[config.mk]
export PLATFORM = sky130hd
export DESIGN_NAME = ysyx_25050148_ifu
export DESIGN_NICKNAME = d
export VERILOG_FILES = /design/src/rtl/ysyx_25050148_ifu_pkg.sv /design/src/rtl/ysyx_25050148_ifu.sv
export SDC_FILE = /design/constraint.sdc
export NUM_CORES = 1
export LEC_CHECK = 0
export CAP_MARGIN = 20
export CORE_MARGIN = 2
export CORE_UTILIZATION = 35
export DETAILED_ROUTE_END_ITERATION = 6
export PLACE_DENSITY = 0.7
export SETUP_SLACK_MARGIN = 0.1
export SYNTH_ARGS = -nofsm -noshare
export SYNTH_HDL_FRONTEND = slang
export SYNTH_SLANG_ARGS = --single-unit
[constraint.sdc]
create_clock -name clk -period 3.3 [get_ports clk]
set_input_delay 0.33 -clock clk [delete_from_list [all_inputs] [get_ports clk]]
set_output_delay 0.33 -clock clk [all_outputs]
set_load 0.03 [all_outputs]
[src/rtl/ysyx_25050148_ifu_pkg.sv]
// IFU shared types: FSM state encoding, reset constants and
// the alignment helper used when accepting a committed next PC.
package ysyx_25050148_ifu_pkg;

  typedef enum logic [2:0] {
    S_REQ    = 3'd0,
    S_WAIT   = 3'd1,
    S_HOLD   = 3'd2,
    S_COMMIT = 3'd3,
    S_ERR    = 3'd4
  } ifu_state_e;

  localparam logic [31:0] NOP_INST     = 32'h0000_0013;
  localparam logic [31:0] RESET_PC_DEF = 32'h8000_0000;

  function automatic logic pc_aligned(
    input logic [31:0] a
  );
    return a[1:0] == 2'b00;
  endfunction

endpackage

[src/rtl/ysyx_25050148_ifu.sv]
// Instruction fetch unit: owns the PC, fetches one word per
// instruction, hands {pc, instruction} to the IDU, waits for WBU.
//   clk, rst (async, active-low)
//   next_pc/next_pc_valid    : committed next PC from WBU
//   req_valid/ready/addr     : fetch request to instruction memory
//   rsp_valid/ready/data/err : fetch response from instruction memory
//   inst_valid/ready, pc, instruction : instruction toward IDU
//   fetch_err                : sticky fault (bus err, misaligned, timeout)
module ysyx_25050148_ifu
  import ysyx_25050148_ifu_pkg::*;
#(
  parameter logic [31:0] RESET_PC = RESET_PC_DEF,
  parameter int          TIMEOUT  = 1024
) (
  input  logic        clk,
  input  logic        rst,
  input  logic [31:0] next_pc,
  input  logic        next_pc_valid,
  output logic        req_valid,
  input  logic        req_ready,
  output logic [31:0] req_addr,
  input  logic        rsp_valid,
  output logic        rsp_ready,
  input  logic [31:0] rsp_data,
  input  logic        rsp_err,
  output logic        inst_valid,
  input  logic        inst_ready,
  output logic [31:0] pc,
  output logic [31:0] instruction,
  output logic        fetch_err
);

  localparam int            CW       = $clog2(TIMEOUT);
  localparam logic [CW-1:0] CNT_LAST = CW'(TIMEOUT - 1);

  ifu_state_e    state_q;
  logic [31:0]   pc_q;
  logic [31:0]   instr_q;
  logic          req_valid_q;
  logic          rsp_ready_q;
  logic          inst_valid_q;
  logic          fetch_err_q;
  logic [CW-1:0] cnt_q;

  // WBU commit is only observed once the IDU has taken the
  // instruction, either in the same cycle or later in S_COMMIT.
  logic commit_ev;
  logic npc_ok;

  assign commit_ev =
    (state_q == S_HOLD && inst_ready && next_pc_valid) ||
    (state_q == S_COMMIT && next_pc_valid);
  assign npc_ok = pc_aligned(next_pc);

  always_ff @(posedge clk or negedge rst) begin
    if (!rst) begin
      state_q      <= S_REQ;
      pc_q         <= RESET_PC;
      instr_q      <= NOP_INST;
      req_valid_q  <= 1'b0;
      rsp_ready_q  <= 1'b0;
      inst_valid_q <= 1'b0;
      fetch_err_q  <= 1'b0;
      cnt_q        <= '0;
    end else begin
      unique case (state_q)
        S_REQ: begin
          req_valid_q <= 1'b1;
          if (req_valid_q && req_ready) begin
            state_q     <= S_WAIT;
            req_valid_q <= 1'b0;
            rsp_ready_q <= 1'b1;
          end
        end
        S_WAIT: begin
          // A response on the terminal count still wins.
          if (rsp_valid && !rsp_err) begin
            state_q      <= S_HOLD;
            instr_q      <= rsp_data;
            rsp_ready_q  <= 1'b0;
            inst_valid_q <= 1'b1;
            cnt_q        <= '0;
          end else if (rsp_valid || cnt_q == CNT_LAST) begin
            state_q     <= S_ERR;
            rsp_ready_q <= 1'b0;
            fetch_err_q <= 1'b1;
            cnt_q       <= '0;
          end else begin
            cnt_q <= cnt_q + CW'(1);
          end
        end
        S_HOLD: begin
          if (inst_ready) begin
            state_q      <= S_COMMIT;
            inst_valid_q <= 1'b0;
          end
        end
        S_COMMIT: begin
        end
        S_ERR: begin
          req_valid_q  <= 1'b0;
          rsp_ready_q  <= 1'b0;
          inst_valid_q <= 1'b0;
          fetch_err_q  <= 1'b1;
        end
        default: begin
          state_q     <= S_ERR;
          fetch_err_q <= 1'b1;
        end
      endcase

      // Overrides the S_HOLD -> S_COMMIT step on a same-cycle commit.
      if (commit_ev) begin
        if (npc_ok) begin
          state_q     <= S_REQ;
          pc_q        <= next_pc;
          req_valid_q <= 1'b1;
        end else begin
          state_q     <= S_ERR;
          fetch_err_q <= 1'b1;
        end
      end
    end
  end

  assign req_valid   = req_valid_q;
  assign req_addr    = pc_q;
  assign rsp_ready   = rsp_ready_q;
  assign inst_valid  = inst_valid_q;
  assign pc          = pc_q;
  assign instruction = instr_q;
  assign fetch_err   = fetch_err_q;

endmodule

==> results.cfg <==
[setup_path]
path_class = register to register
critPathMaxStageDelay_ns = 0.88
cp_max_fo = 34
critPathLaunchType = register
cp_slowest_cell = or3_2
worstPathArrival_ns = 2.75
reg2reg_depth = 4
rrSetupSlack_ns = 0.78
path_cells = inv_1 -> or3_4 -> or3_2 -> mux2_4
endpoint_kind = register
cp.required_ns = 3.53

[synthesis]
synth_top_cell_area_share = 0.525
syn_inst = 269
synthFlopType = dfrtp_1
ys_warn_count = 0
ys_seq_elements = 81
synth_edf_count = 0
yosys.area.top_type = dfrtp_1
yosysMostFrequentCell = dfrtp_1
yosys-top-cells-count = dfrtp_1 (77), mux2_2 (34), buf_4 (32)
synthArstFlopShare = 1.00
ys_top_cells_by_area = dfrtp_1 (52%), mux2_4 (11%), mux2_2 (10%)
synth_cell_types = 40
netlist_area_mm2 = 0.00367
synth.yosys.seq_area_share = 0.554
synth.avg_cell_area_um2 = 13.6
syn_nets = 341

[cts]
clockBufferDepth = 2
clockRootBuffer = clkbuf_8
path_clk_slew_ns = 0.09
clk_latency_ns = 0.35
clkSinkCount = 81
numCtsBuffers = 9
cts_tree = done
post_cts_buffers = 0
cts_max_level = 3
ctsResizeCount = 0

[power]
combPwrFrac = 0.351
intPower_mw = 2.07
power_frac_seq = 0.432
vdd.ir_drop.worst_mv = 0.197
power_frac_clock = 0.217
p_sw_frac = 0.343
power.total_mw = 3.14
p_leak_nw = 2.43
p_switching_mw = 1.08
p_per_area_mw_per_mm2 = 575

[final_layout]
syn_to_final_growth_pct = 48.9
fin_nets = 482
fillerInstances = 908
final_cells = 551
final_layout_size_suffix_gt1_frac = 0.217
antenna_cells = 0

[job]
cap_violations = 0

[route]
routed_wl_um = 8170
drtIter0Drc = 96
num_vias = 2528
via_per_inst = 4.59
ant_nets = 0
first_pass_iters = 4
drc_errors = 0
drt-wirelength-per-cell_um = 14.8

[placement]
io_buffers = 170
hpwl_um = 5860
routabilityCongestion = 0.714
dp.cells = 533

[floorplanning]
die_y_um = 106
io_pins = 171
core_area_mm2 = 0.0102
fp-row-count = 37
start_util = 0.359
die-area_mm2 = 0.0113
die_w_um = 106

[sta]
period_needed_ns = 2.52
hold_viol = 0
finalCritPeriodShare = 0.763
rsz0062_at_grt = false
fmaxAchievable_mhz = 397
skew_ns = 0.0115
setup_viol = 0
slew_viol_final = 0
fin_tns_setup_ns = 0
worst_pin_slew_ns = 1.06
max_slew_margin = 0.292

[global_routing]
grt_pass1_wl_um = 12900
grt_max_degree = 82
antenna_found_initial = 0
first_global_vias = 2580
grt_overflow_total = 0
grt_util_all_layers = 0.144

[min_path]
hp-class = input port to asynchronous set/reset pin

[run_status]
outcome = completed
-- layer usage --
metal | global-route usage | vias up | part of all wire
met3 | 0.0435 | 5 | 0.075
li1 | - | 1181 | -
met1 | 0.184 | 1229 | 0.43
met4 | 0.0362 | 0 | 0.0086
met5 | 0 | - | 0
met2 | 0.239 | 113 | 0.49
-- cell type report --
class	count	area [um^2]	share of cell area
inverters	5	18.8	0.00343
repair buffers	174	1760	0.323
well taps	136	170	0.0311
multi-input cells	139	1290	0.237
flip-flops and latches	81	2030	0.372
clock buffers	10	138	0.0252
clock inverters	6	48.8	0.00893
-- final timing paths --
check	from	end
worst max-delay path	state_q[0]	instruction[14]
worst min-delay path	rst	instruction[8]
worst max register to register	state_q[0]	instruction[14]
worst min register to register	fetch_err	fetch_err
max in group asynchronous	rst	pc[31]
min in group clk	fetch_err	fetch_err
-- cell usage in the layout, fill, tap and decap left out, drive strengths merged, types with 3 or more instances in the layout --
cell	count
buf	4
nand3	4
a21oi	4
o21ai	7
nor2b	3
nand2	12
dfrtp	77
or3	3
mux2	62
xor2	6
inv	7
clkinvlp	3
nor2	10
dfstp	4
nand4	4
clkbuf	10
clkdlybuf4s50	169
-- flip-flops by register name, summed over array words and instances, names as in the netlist --
name,count
rsp_ready,1
state_q,3
req_valid,1
pc,32
cnt_q,10
instruction,32
fetch_err,1
inst_valid,1
-- power groups by stage --
stage                     sequential, mW  clock [mW]  combinational, mW
after global placement              1.37           0               1.09
after CTS                           1.36       0.714               1.11
after detailed placement            1.37           0               1.11
after global routing                1.39       0.754               1.16
final                               1.36       0.683               1.10
after floorplan                     1.63           0              0.373
-- worst max-delay path: cells and delay by family (launching register included) --
kind	cells	cell delay, ns
flip-flops	1	0.53
AND/OR/NAND/NOR	2	1.29
buffers and inverters	1	0.12
multiplexers	1	0.46
-- cells by family (layout without fill, tap and decap cells) --
group / count (synthesis) / count (layout) / synth area share
AOI/OAI and AO/OA: 22 / 22 / 0.0406
xor gates and xnor gates: 6 / 6 / 0.0143
adders and majority gates: 1 / 1 / 0.00341
buffers and inverters: 49 / 195 / 0.0944
DFF: 81 / 81 / 0.554
muxes: 64 / 64 / 0.224
and+or+nand+nor: 46 / 46 / 0.0695
-- metrics by stage --
stage / cell area (um^2) / hold WS [ns] / util / setup WS (ns)
global route: 5470 / 0.457 / 0.534 / 0.689
detailed placement: 5240 / 0.466 / 0.512 / 0.780
CTS: 5430 / 0.178 / 0.531 / 0.770
global placement: 5240 / 0.475 / 0.512 / 0.814
floorplan: 3670 / 0.0344 / - / 1.46
finish: 5470 / 0.437 / 0.534 / 0.783
-- repair_timing --
action | in CTS | in global routing
hold buffers | 0 | 1
setup endpoints to repair | 0 | 0
hold endpoints to repair | 0 | 24
Power figures use the tool's default switching activity.
